$ cat config.mk
export PLATFORM = sky130hd
export DESIGN_NAME = lcd_cmd_sequencer
export DESIGN_NICKNAME = d
export VERILOG_FILES = /design/src/rtl/lcd_cmd_sequencer.sv
export SDC_FILE = /design/constraint.sdc
export NUM_CORES = 1
export LEC_CHECK = 0
export ABC_AREA = 1
export CAP_MARGIN = 15
export CORE_AREA = 2 2 79 74
export CTS_CLUSTER_DIAMETER = 150
export DETAILED_ROUTE_END_ITERATION = 6
export DIE_AREA = 0 0 81 76
export PLACE_DENSITY_LB_ADDON = 0.15
export SYNTH_ARGS = -nofsm -noshare
export SYNTH_HDL_FRONTEND = slang
export SYNTH_SLANG_ARGS = --single-unit
$ cat constraint.sdc
create_clock -name clk_clk -period 2.3 [get_ports clk_clk]
set_input_delay 0.46 -clock clk_clk [delete_from_list [all_inputs] [get_ports clk_clk]]
set_output_delay 0.46 -clock clk_clk [all_outputs]
set_load 0.005 [all_outputs]
$ cat src/rtl/lcd_cmd_sequencer.sv
`default_nettype none
// +--------------------------------------------------------------------------+
// | lcd_cmd_sequencer: HD44780 8-bit write sequencer (power-up, init ROM,    |
// | per-byte setup/enable/wait timing). Option macro: LCD_SEQ_INIT_EN.       |
// | Revision: 1.0                                                            |
// +--------------------------------------------------------------------------+
module lcd_cmd_sequencer #(
  parameter int POWERUP_CYC    = 750000,
  parameter int SETUP_CYC      = 2,
  parameter int EN_CYC         = 25,
  parameter int SHORT_WAIT_CYC = 2500,
  parameter int LONG_WAIT_CYC  = 100000
) (
  input  logic       clk_clk,
  input  logic       reset_reset,
  input  logic       req_valid,
  input  logic       req_rs,
  input  logic [7:0] req_data,
  output logic       req_ready,
  output logic       busy,
  output logic       init_done,
  output logic       lcd_rs,
  output logic       lcd_rw,
  output logic       lcd_en,
  output logic [7:0] lcd_data
);

  localparam int MAX_A   = (POWERUP_CYC > LONG_WAIT_CYC) ? POWERUP_CYC : LONG_WAIT_CYC;
  localparam int MAX_B   = (SETUP_CYC > EN_CYC) ? SETUP_CYC : EN_CYC;
  localparam int MAX_C   = (MAX_B > SHORT_WAIT_CYC) ? MAX_B : SHORT_WAIT_CYC;
  localparam int MAX_CYC = (MAX_A > MAX_C) ? MAX_A : MAX_C;
  localparam int CW      = $clog2(MAX_CYC) + 1;

  localparam logic [CW-1:0] PWR_LD   = CW'(POWERUP_CYC - 1);
  localparam logic [CW-1:0] SETUP_LD = CW'(SETUP_CYC - 1);
  localparam logic [CW-1:0] EN_LD    = CW'(EN_CYC - 1);
  localparam logic [CW-1:0] SHORT_LD = CW'(SHORT_WAIT_CYC - 1);
  localparam logic [CW-1:0] LONG_LD  = CW'(LONG_WAIT_CYC - 1);

  localparam logic [2:0] ST_PWRUP = 3'd0;
`ifdef LCD_SEQ_INIT_EN
  localparam logic [2:0] ST_INIT_LOAD = 3'd1;
`endif
  localparam logic [2:0] ST_SETUP = 3'd2;
  localparam logic [2:0] ST_PULSE = 3'd3;
  localparam logic [2:0] ST_WAIT  = 3'd4;
  localparam logic [2:0] ST_IDLE  = 3'd5;

  logic [2:0]    state;
  logic [CW-1:0] cnt;
  logic          long_wait;

`ifdef LCD_SEQ_INIT_EN
  logic [2:0] k;
  logic       init_active;
  logic [7:0] rom_byte;

  always_comb begin
    rom_byte = 8'h30;
    case (k)
      3'd0:    rom_byte = 8'h30;
      3'd1:    rom_byte = 8'h30;
      3'd2:    rom_byte = 8'h30;
      3'd3:    rom_byte = 8'h38;
      3'd4:    rom_byte = 8'h08;
      3'd5:    rom_byte = 8'h01;
      3'd6:    rom_byte = 8'h06;
      default: rom_byte = 8'h0C;
    endcase
  end
`endif

  // Clear/home (0x01..0x03) need the long execution wait, as do the first two wake-up writes.
  always_comb begin
    long_wait = !lcd_rs && (lcd_data == 8'h01 || lcd_data == 8'h02 || lcd_data == 8'h03);
`ifdef LCD_SEQ_INIT_EN
    if (init_active && (k < 3'd2)) long_wait = 1'b1;
`endif
  end

  assign lcd_rw = 1'b0;
  assign busy   = (state != ST_IDLE);

  always_ff @(posedge clk_clk) begin
    if (reset_reset) begin
      state       <= ST_PWRUP;
      cnt         <= PWR_LD;
      lcd_en      <= 1'b0;
      lcd_rs      <= 1'b0;
      lcd_data    <= 8'h00;
      req_ready   <= 1'b0;
      init_done   <= 1'b0;
`ifdef LCD_SEQ_INIT_EN
      k           <= 3'd0;
      init_active <= 1'b0;
`endif
    end else begin
      case (state)
        ST_PWRUP: begin
          if (cnt == '0) begin
`ifdef LCD_SEQ_INIT_EN
            state       <= ST_INIT_LOAD;
            init_active <= 1'b1;
`else
            state       <= ST_IDLE;
            req_ready   <= 1'b1;
            init_done   <= 1'b1;
`endif
          end else begin
            cnt <= cnt - 1'b1;
          end
        end
`ifdef LCD_SEQ_INIT_EN
        ST_INIT_LOAD: begin
          lcd_rs   <= 1'b0;
          lcd_data <= rom_byte;
          cnt      <= SETUP_LD;
          state    <= ST_SETUP;
        end
`endif
        ST_SETUP: begin
          if (cnt == '0) begin
            lcd_en <= 1'b1;
            cnt    <= EN_LD;
            state  <= ST_PULSE;
          end else begin
            cnt <= cnt - 1'b1;
          end
        end
        ST_PULSE: begin
          if (cnt == '0) begin
            lcd_en <= 1'b0;
            cnt    <= long_wait ? LONG_LD : SHORT_LD;
            state  <= ST_WAIT;
          end else begin
            cnt <= cnt - 1'b1;
          end
        end
        ST_WAIT: begin
          if (cnt != '0) begin
            cnt <= cnt - 1'b1;
`ifdef LCD_SEQ_INIT_EN
          end else if (init_active && (k != 3'd7)) begin
            k     <= k + 3'd1;
            state <= ST_INIT_LOAD;
`endif
          end else begin
            state     <= ST_IDLE;
            req_ready <= 1'b1;
            init_done <= 1'b1;
`ifdef LCD_SEQ_INIT_EN
            init_active <= 1'b0;
`endif
          end
        end
        ST_IDLE: begin
          if (req_valid && req_ready) begin
            lcd_rs    <= req_rs;
            lcd_data  <= req_data;
            cnt       <= SETUP_LD;
            req_ready <= 1'b0;
            state     <= ST_SETUP;
          end
        end
        default: begin
          state     <= ST_PWRUP;
          cnt       <= PWR_LD;
          lcd_en    <= 1'b0;
          req_ready <= 1'b0;
        end
      endcase
    end
  end

endmodule
`default_nettype wire

==> results by group <==
Outcome
  – Outcome: finished, final reports clean

Global routing
  – First-pass GRT wire length: ~9700 um
  – Vias in the first global route: ~2,100
  – Overflow left after global routing: 0
  – Antenna violations before repair: 0
  – Largest net degree at the start of global routing: 20
  – Tot GR Track Use: 0.202

Worst setup path
  – Crit path kind: register to register
  – Worst r2r src: cnt[0]$_SDFFE_PP1P_
  – Critical Path RT: between 2 and 2.5 ns
  – Worst setup startpoint: cnt[0]$_SDFFE_PP1P_
  – Worst Path Arrival: 2.04 ns
  – Crit start category: register
  – CP max FO: 14
  – Worst Setup End Kind: register

Power
  – Cell Pwr Density: 538 nW/um2
  – LEAKAGE: between 1 and 1.5 nW
  – VDD IR max: 281 uV

Die
  – CORE AREA: approximately 5400 um2
  – DIE AREA: just over 6000 um2
  – Starting density of the core: 0.429
  – FP Rows: 26
  – Die H: around 76 um
  – Die width: 81 um
  – I/O pin cnt: 26

Detailed routing
  – Final WL: roughly 5700 um
  – Iter 0 DRT Violations: 93
  – Routed via count: between 2,000 and 2,500
  – Average wire per standard cell: roughly 13 um
  – DRC: 0
  – Drt via density: ~5
  – Iteration count of the initial detailed-routing pass: 4
  – Antenna viol nets, final: 0

Placed design
  – Setup WS pre-CTS: 0.408 ns
  – Placed cell areas: about 2600 um2
  – Placer Congestion: 0.895
  – Hpwl dp: 4470 um
  – IO buf count: 24

Timing
  – Final setup TNS: 0 ns
  – Tcrit/Tclk final: 0.813
  – Final hold vios: 0
  – Final setup viols: 0
  – Setup ws final: 0.430 ns
  – Worst Skew: about 0.009 ns
  – Max-slew violations: 0
  – Tmin final: around 1.9 ns
  – Fmax achieved: roughly 530 MHz
  – RSZ-0062 raised after global routing: no

Logic synthesis
  – Syn Nets: approximately 360
  – Cell area after synthesis: 2310 um2
  – Flops & latches, synth: 36
  – Syn_area_per_cell: approximately 6.7 um2
  – Post-synthesis sequential area ratio: 0.311
  – Syn Inst Count: around 340
  – Yosys warnings: 0
  – Distinct cells, synth: 36

CTS
  – Number of H-tree levels: 2
  – Num CTS Buffers: 5
  – Clock Pin Slew Worst Setup and Hold Paths: ~0.070 ns
  – # clock sinks: 36
  – Post-CTS setup buffers: 0
  – # hold bufs at CTS: 0
  – Clk_lat worst skew: between 0.2 and 0.3 ns
  – TritonCTS clock tree: built
  – Post-CTS Resized: 0
  – CTS Buffer Depth: 2
  – Clk Tree Root Cell: clkbuf_8

Layout
  – Final Core Density: 0.502
  – Final Cell Area: 2710 um2
  – Final net count: around 380
  – Ant diodes: 0
  – Area grow syn2layout: 17.0%
  – Share of layout cells above drive strength 1: 0.124

Min path
  – Hold_sp: lcd_en$_SDFFE_PP0P_
  – HP Class: register to register

Job
  – Max Cap Viol: 0
[power by group]
group | leakage [nW] | switching, mW | internal [mW] | total (mW)
clock network | 0.0455 | 0.217 | 0.244 | 0.461
logic | 0.770 | 0.165 | 0.109 | 0.275
registers | 0.293 | 0.0569 | 0.665 | 0.722
[worst max-delay path, cell delays in order, from the launching register on]
cell	delay, ns
dfxtp_1	0.34
inv_1	0.15
ha_1	0.21
nand3_1	0.13
nor2_4	0.16
nand4_4	0.14
nand2_4	0.19
inv_2	0.12
nand2_4	0.12
nor2_1	0.06
nor2_1	0.08
nor2_1	0.04
[logic make-up (layout without fill, tap and decap cells)]
family | count (synthesis) | in the layout | share of synthesized area
other cells | 1 | 1 | 0.00162
simple gates | 198 | 198 | 0.422
fa+ha+maj | 2 | 2 | 0.0108
buf+inv | 36 | 64 | 0.0670
xor+xnor | 17 | 17 | 0.0643
flops | 36 | 36 | 0.311
compound gates | 53 | 53 | 0.123
[state kept, by name, summed over array words and instances (netlist names)]
signal,count
cnt,21
init_done,1
lcd_data,8
lcd_en,1
lcd_rs,1
req_ready,1
state,3
[layout by cell type (no fill, tap or decap), types with 3 or more instances in the layout]
cell / count
xnor2_1: 5
clkdlybuf4s50_1: 24
a21oi_1: 27
nor2_2: 6
dfxtp_1: 36
inv_2: 6
o211ai_1: 3
nand2_1: 85
o21ai_1: 3
nor3_1: 3
o21ai_0: 16
inv_1: 23
nand4_1: 3
buf_4: 3
nand3_1: 21
xor2_1: 12
nand3_2: 3
nand2_4: 6
clkbuf_8: 6
nor2_1: 53
nor2_4: 8
[cell type report]
| class | instances | area (um2) |
|---|---|---|
| tap | 70 | 87.6 |
| inverter | 29 | 109 |
| fill | 575 | 2690 |
| timing repair buffer | 27 | 263 |
| clock buffer | 8 | 90.1 |
| sequential | 36 | 721 |
| multi-input combinational | 271 | 1440 |
[worst paths after layout]
| kind | depth (start not counted) | to | slack [ns] |
|---|---|---|---|
| max | 11 | cnt[20]$_SDFFE_PP0P_ | 0.43 |
| min | 2 | lcd_en$_SDFFE_PP0P_ | 0.47 |
| max reg2reg | 11 | cnt[20]$_SDFFE_PP0P_ | 0.43 |
| min reg2reg | 2 | lcd_en$_SDFFE_PP0P_ | 0.47 |
[layer usage]
| layer | global-route usage | up-vias | share of wire |
|---|---|---|---|
| met5 | 0 | - | 0 |
| met4 | 0.0508 | 0 | 0.0092 |
| met1 | 0.282 | 1011 | 0.49 |
| met3 | 0.0450 | 6 | 0.044 |
| li1 | - | 1158 | - |
| met2 | 0.316 | 44 | 0.46 |
[metrics by stage]
stage | total power [mW] | hold slack, ns | std cells
floorplan | 0.927 | 0.455 | 343
global placement | 1.01 | 0.450 | 433
detailed placement | 1.01 | 0.461 | 433
CTS | 1.47 | 0.476 | 441
global route | 1.54 | 0.497 | 441
finish | 1.46 | 0.468 | 441
[cells in the mapped netlist, drive strengths merged]
cell | number | area, um2
a21boi | 1 | 7.51
a21oi | 27 | 135
a311oi | 1 | 8.76
buf | 4 | 35.0
clkbuf | 3 | 11.3
conb | 1 | 3.75
dfxtp | 36 | 721
ha | 2 | 25.0
inv | 29 | 109
nand2 | 93 | 399
nand3 | 25 | 153
nand4 | 4 | 40.0
nor2 | 67 | 327
nor2b | 1 | 6.26
nor3 | 4 | 25.0
nor3b | 1 | 7.51
nor4 | 1 | 6.26
o211ai | 3 | 22.5
o21a | 1 | 7.51
o21ai | 20 | 104
or2 | 2 | 12.5
xnor2 | 5 | 43.8
xor2 | 12 | 105
Note: power is estimated with default switching activity, not from simulation.
